`config.mk`:
```
export PLATFORM = sky130hd
export DESIGN_NAME = fifo8_16
export DESIGN_NICKNAME = d
export VERILOG_FILES = /design/src/rtl/fifo8_16.sv
export SDC_FILE = /design/constraint.sdc
export NUM_CORES = 1
export LEC_CHECK = 0
export CORE_MARGIN = 4
export CORE_UTILIZATION = 55
export CTS_CLUSTER_SIZE = 24
export DETAILED_ROUTE_END_ITERATION = 7
export PLACE_DENSITY = 0.87
export REMOVE_ABC_BUFFERS = 1
export SKIP_CTS_REPAIR_TIMING = 1
export SLEW_MARGIN = 20
export SYNTH_ARGS = -nofsm -noshare
export SYNTH_HDL_FRONTEND = slang
export SYNTH_HIERARCHICAL = 1
export SYNTH_SLANG_ARGS = --single-unit
```
`constraint.sdc`:
```
create_clock -name clock -period 5.85 [get_ports clock]
set_input_delay 1.17 -clock clock [delete_from_list [all_inputs] [get_ports clock]]
set_output_delay 1.17 -clock clock [all_outputs]
set_load 0.01 [all_outputs]
```
`src/rtl/fifo8_16.sv`:
```
// rtl/fifo8_16.sv - eight-entry show-ahead FIFO with valid/ready on both sides
// Occupancy is one valid bit per slot; empty is the Or8Way reduction of those bits.

module Or8Way (
  input  logic [7:0] i_in,
  output logic       o_out
);
  assign o_out = |i_in;
endmodule

module fifo8_16 #(
  parameter int WIDTH = 16
) (
  input  logic             clock,
  input  logic             reset,
  input  logic [WIDTH-1:0] in_data,
  input  logic             in_valid,
  output logic             in_ready,
  output logic [WIDTH-1:0] out_data,
  output logic             out_valid,
  input  logic             out_ready,
  output logic [3:0]       count,
  output logic             full,
  output logic             empty
);

  logic [WIDTH-1:0] r_mem [0:7];
  logic [2:0]       r_wptr;
  logic [2:0]       r_rptr;
  logic [7:0]       r_vld;
  logic [3:0]       r_count;

  logic             w_any_vld;
  logic             w_push;
  logic             w_pop;
  logic [7:0]       w_vld_next;
  logic [3:0]       w_count_next;

  Or8Way u_or8 (
    .i_in  (r_vld),
    .o_out (w_any_vld)
  );

  assign empty     = ~w_any_vld;
  assign full      = &r_vld;
  assign in_ready  = ~full & ~reset;
  assign out_valid = ~empty;
  assign count     = r_count;
  assign out_data  = empty ? '0 : r_mem[r_rptr];

  // in_ready already excludes full, so a pop never frees a slot for a same-cycle push
  assign w_push = in_valid & in_ready;
  assign w_pop  = out_valid & out_ready;

  always_comb begin
    w_vld_next   = r_vld;
    w_count_next = r_count;
    if (w_push) w_vld_next[r_wptr] = 1'b1;
    if (w_pop)  w_vld_next[r_rptr] = 1'b0;
    case ({w_push, w_pop})
      2'b10:   w_count_next = r_count + 4'd1;
      2'b01:   w_count_next = r_count - 4'd1;
      default: w_count_next = r_count;
    endcase
  end

  always_ff @(posedge clock or posedge reset) begin
    if (reset) begin
      r_wptr  <= '0;
      r_rptr  <= '0;
      r_vld   <= '0;
      r_count <= '0;
    end else begin
      r_vld   <= w_vld_next;
      r_count <= w_count_next;
      if (w_push) r_wptr <= r_wptr + 3'd1;
      if (w_pop)  r_rptr <= r_rptr + 3'd1;
    end
  end

  // storage is deliberately left out of reset
  always_ff @(posedge clock) begin
    if (w_push) r_mem[r_wptr] <= in_data;
  end

endmodule

```
==> results.json <==
{
  "synth_top_cell_by_area": "edfxtp_1",
  "hp-start": "count[2]",
  "r2r_slack_ns": 3.33,
  "antenna_left": 0,
  "drive_gt1_share_pct": 19.4,
  "io_pins": 44,
  "drt_pass1_iterations": 5,
  "finalCritPeriodShare_pct": 68.0,
  "max_cap_viol_count": 0,
  "end_kind": "primary output",
  "ff2ff_path_depth": 8,
  "clk_pin_slew_ns": 0.06,
  "finalWeightedCongestion": 0.801,
  "grt.overflow.total": 0,
  "wl_um": 11900,
  "post-place-ws_ns": 2.12,
  "setup_violations": 0,
  "numCtsBuffers": 17,
  "clk_path_buf_depth": 2,
  "r2r-end": "count[3]",
  "design_area_um2": 6990,
  "hp-class": "flop to flop",
  "vdd_drop_max_v": 0.000242,
  "hold_end": "count[2]",
  "critical_path.startpoint": "r_vld[3]",
  "mappedNetlistArea_um2": 5860,
  "die_x_um": 111,
  "tightestPinTransition_ns": 1.01,
  "startpoint_type": "flop",
  "grt_max_degree": 37,
  "yosys_warnings": 6,
  "fin_crit_ns": 3.98,
  "rsz0062_at_grt": "false",
  "h-tree-depth": 4,
  "rows": 37,
  "detail_route.wl_per_cell_um": 24.0,
  "rr_startpoint": "r_vld[1]",
  "antenna_cells": 0,
  "core_um2": 10400,
  "max_freq_mhz": 251,
  "tritoncts": "done",
  "synth_area_leaders": "edfxtp_1 66%, dfrtp_1 7.7%, mux4_2 7.7%",
  "synth-edff-count": 128,
  "area_growth_pct": 19.4,
  "grt_use_total_pct": 20.8,
  "drv_slew": 0,
  "hold_viol": 0,
  "vias": 3132,
  "seq_area_frac_synth_pct": 73.3,
  "grt_pass1_vias": 3372,
  "antenna_found_initial": 0,
  "critPathMaxFanout": 16,
  "placed_area_um2": 6460,
  "ys.flop_type": "edfxtp_1",
  "fillers": 636,
  "ys_types": 39,
  "synth_area_per_cell_um2": 20.1,
  "insertion_delay_ns": 0.52,
  "drt-initial-drc-count": 257,
  "dp_hpwl_um": 6580,
  "slew_headroom_pct": 32.8,
  "status": "finished, final reports clean",
  "initial_utilization_pct": 56.5,
  "nNetsFinal": 373,
  "setup_ws_ns": 1.87,
  "async_flop_share_pct": 12.3,
  "synthCells": 292,
  "die_y_um": 111,
  "required_ns": 4.68,
  "die-area_um2": 12400,
  "tns_ns": 0,
  "ys_ff_latch": 146,
  "arrival_ns": 2.81,
  "clock_tree.root_cell": "clkbuf_8",
  "drc": 0,
  "leakage_nw": 2.38,
  "cts.sinks": 146,
  "grt_pass1_wl_um": 19100,
  "utilization_pct": 67.4,
  "buffer_ports.inserted": 43,
  "holdPathStages": 1,
  "via_per_inst": 6.31,
  "path_class": "flop to primary output",
  "power_density_nw_per_um2": 493,
  "skew_ns": 0.00928,
  "yosysTopAreaCellShare_pct": 65.6
}
## area by class of cell
cell class	count	area, µm²	share of cell area [%]
clock buffer	17	414	5.92
clock inverter	14	121	1.74
inverter	6	22.5	0.322
multi-input combinational	126	1480	21.1
sequential	146	4300	61.4
tap	136	170	2.43
timing repair buffer	51	490	7.01
## cell families after synthesis
family                   after synthesis  synth area share, %
flip-flops                           146                 73.3
AO/OA/AOI/OAI                         40                 5.00
AND/OR/NAND/NOR                       38                 3.74
multiplexers                          36                 13.8
buffers and inverters                 20                 2.05
XOR/XNOR                               7                 1.05
adder cells (fa/ha/maj)                5                 1.07
## sequential cells by signal (all words and copies together) (netlist names)
signal  flops
count       4
r_mem     128
r_rptr      3
r_vld       8
r_wptr      3
## critical path: stages (launching register included)
cell,delay (ns)
dfrtp_1,0.42
nor4_1,0.07
nand2_1,0.22
and2_1,0.72
a22o_1,0.30
clkdlybuf4s50_1,0.56
## power by group
part,switching (mW),leakage (nW),internal [mW]
combinational,0.450,0.759,0.575
sequential,0.183,1.37,1.27
clock,0.442,0.248,0.531
total,1.07,2.38,2.37
## routing by layer
metal / vias to the layer above / share of wire (%) / GRT usage (%) / wire length [µm]
met4: 0 / 2.7 / 8.43 / 327
li1: 1334 / - / - / -
met3: 27 / 6.0 / 6.50 / 710
met5: - / 0 / 0 / 0
met1: 1632 / 40 / 26.4 / 4800
met2: 139 / 51 / 33.5 / 6080
## cell usage in the layout, fill, tap and decap left out, drive strengths merged, types with 4 or more instances in the layout
master	count
clkbuf	17
clkinvlp	5
edfxtp	128
nor2b	5
a31oi	6
inv	13
a22o	16
dfrtp	18
mux4	32
clkdlybuf4s50	43
nor2	7
a21oi	11
ha	5
nor3	4
nor4	4
xnor2	6
nand2	5
buf	8
## synthesized netlist by cell type, drive strengths merged (3+ instances only)
cell type,instances
buf,9
inv,6
and3b,3
nor2,7
nor3,4
dfrtp,18
ha,5
mux4,32
clkbuf,5
nor4,4
mux2,3
nor2b,5
a22o,16
a21oi,11
nand2,5
a31oi,6
edfxtp,128
xnor2,6
## worst max path at each step
| stage | to | slack, ns | cells after the start |
|---|---|---|---|
| after floorplan | out_data[0] | 2.40 | 2 |
| after CTS | out_data[3] | 1.57 | 3 |
| final | out_data[12] | 1.87 | 5 |
| after global placement | out_data[2] | 2.19 | 3 |
| after detailed placement | r_mem[0][3] | 2.12 | 3 |
| after global routing | out_data[3] | 1.77 | 3 |
## metrics by stage
step | total power [mW] | std cells | hold WS (ns)
2_1_floorplan | 2.02 | 278 | 0.513
3_3_place_gp | 2.44 | 465 | 0.545
3_5_place_dp | 2.48 | 465 | 0.556
4_1_cts | 3.47 | 496 | 0.576
5_1_grt | 3.61 | 496 | 0.616
6_report | 3.45 | 496 | 0.575
No activity file was read; power rests on OpenSTA's default activity.
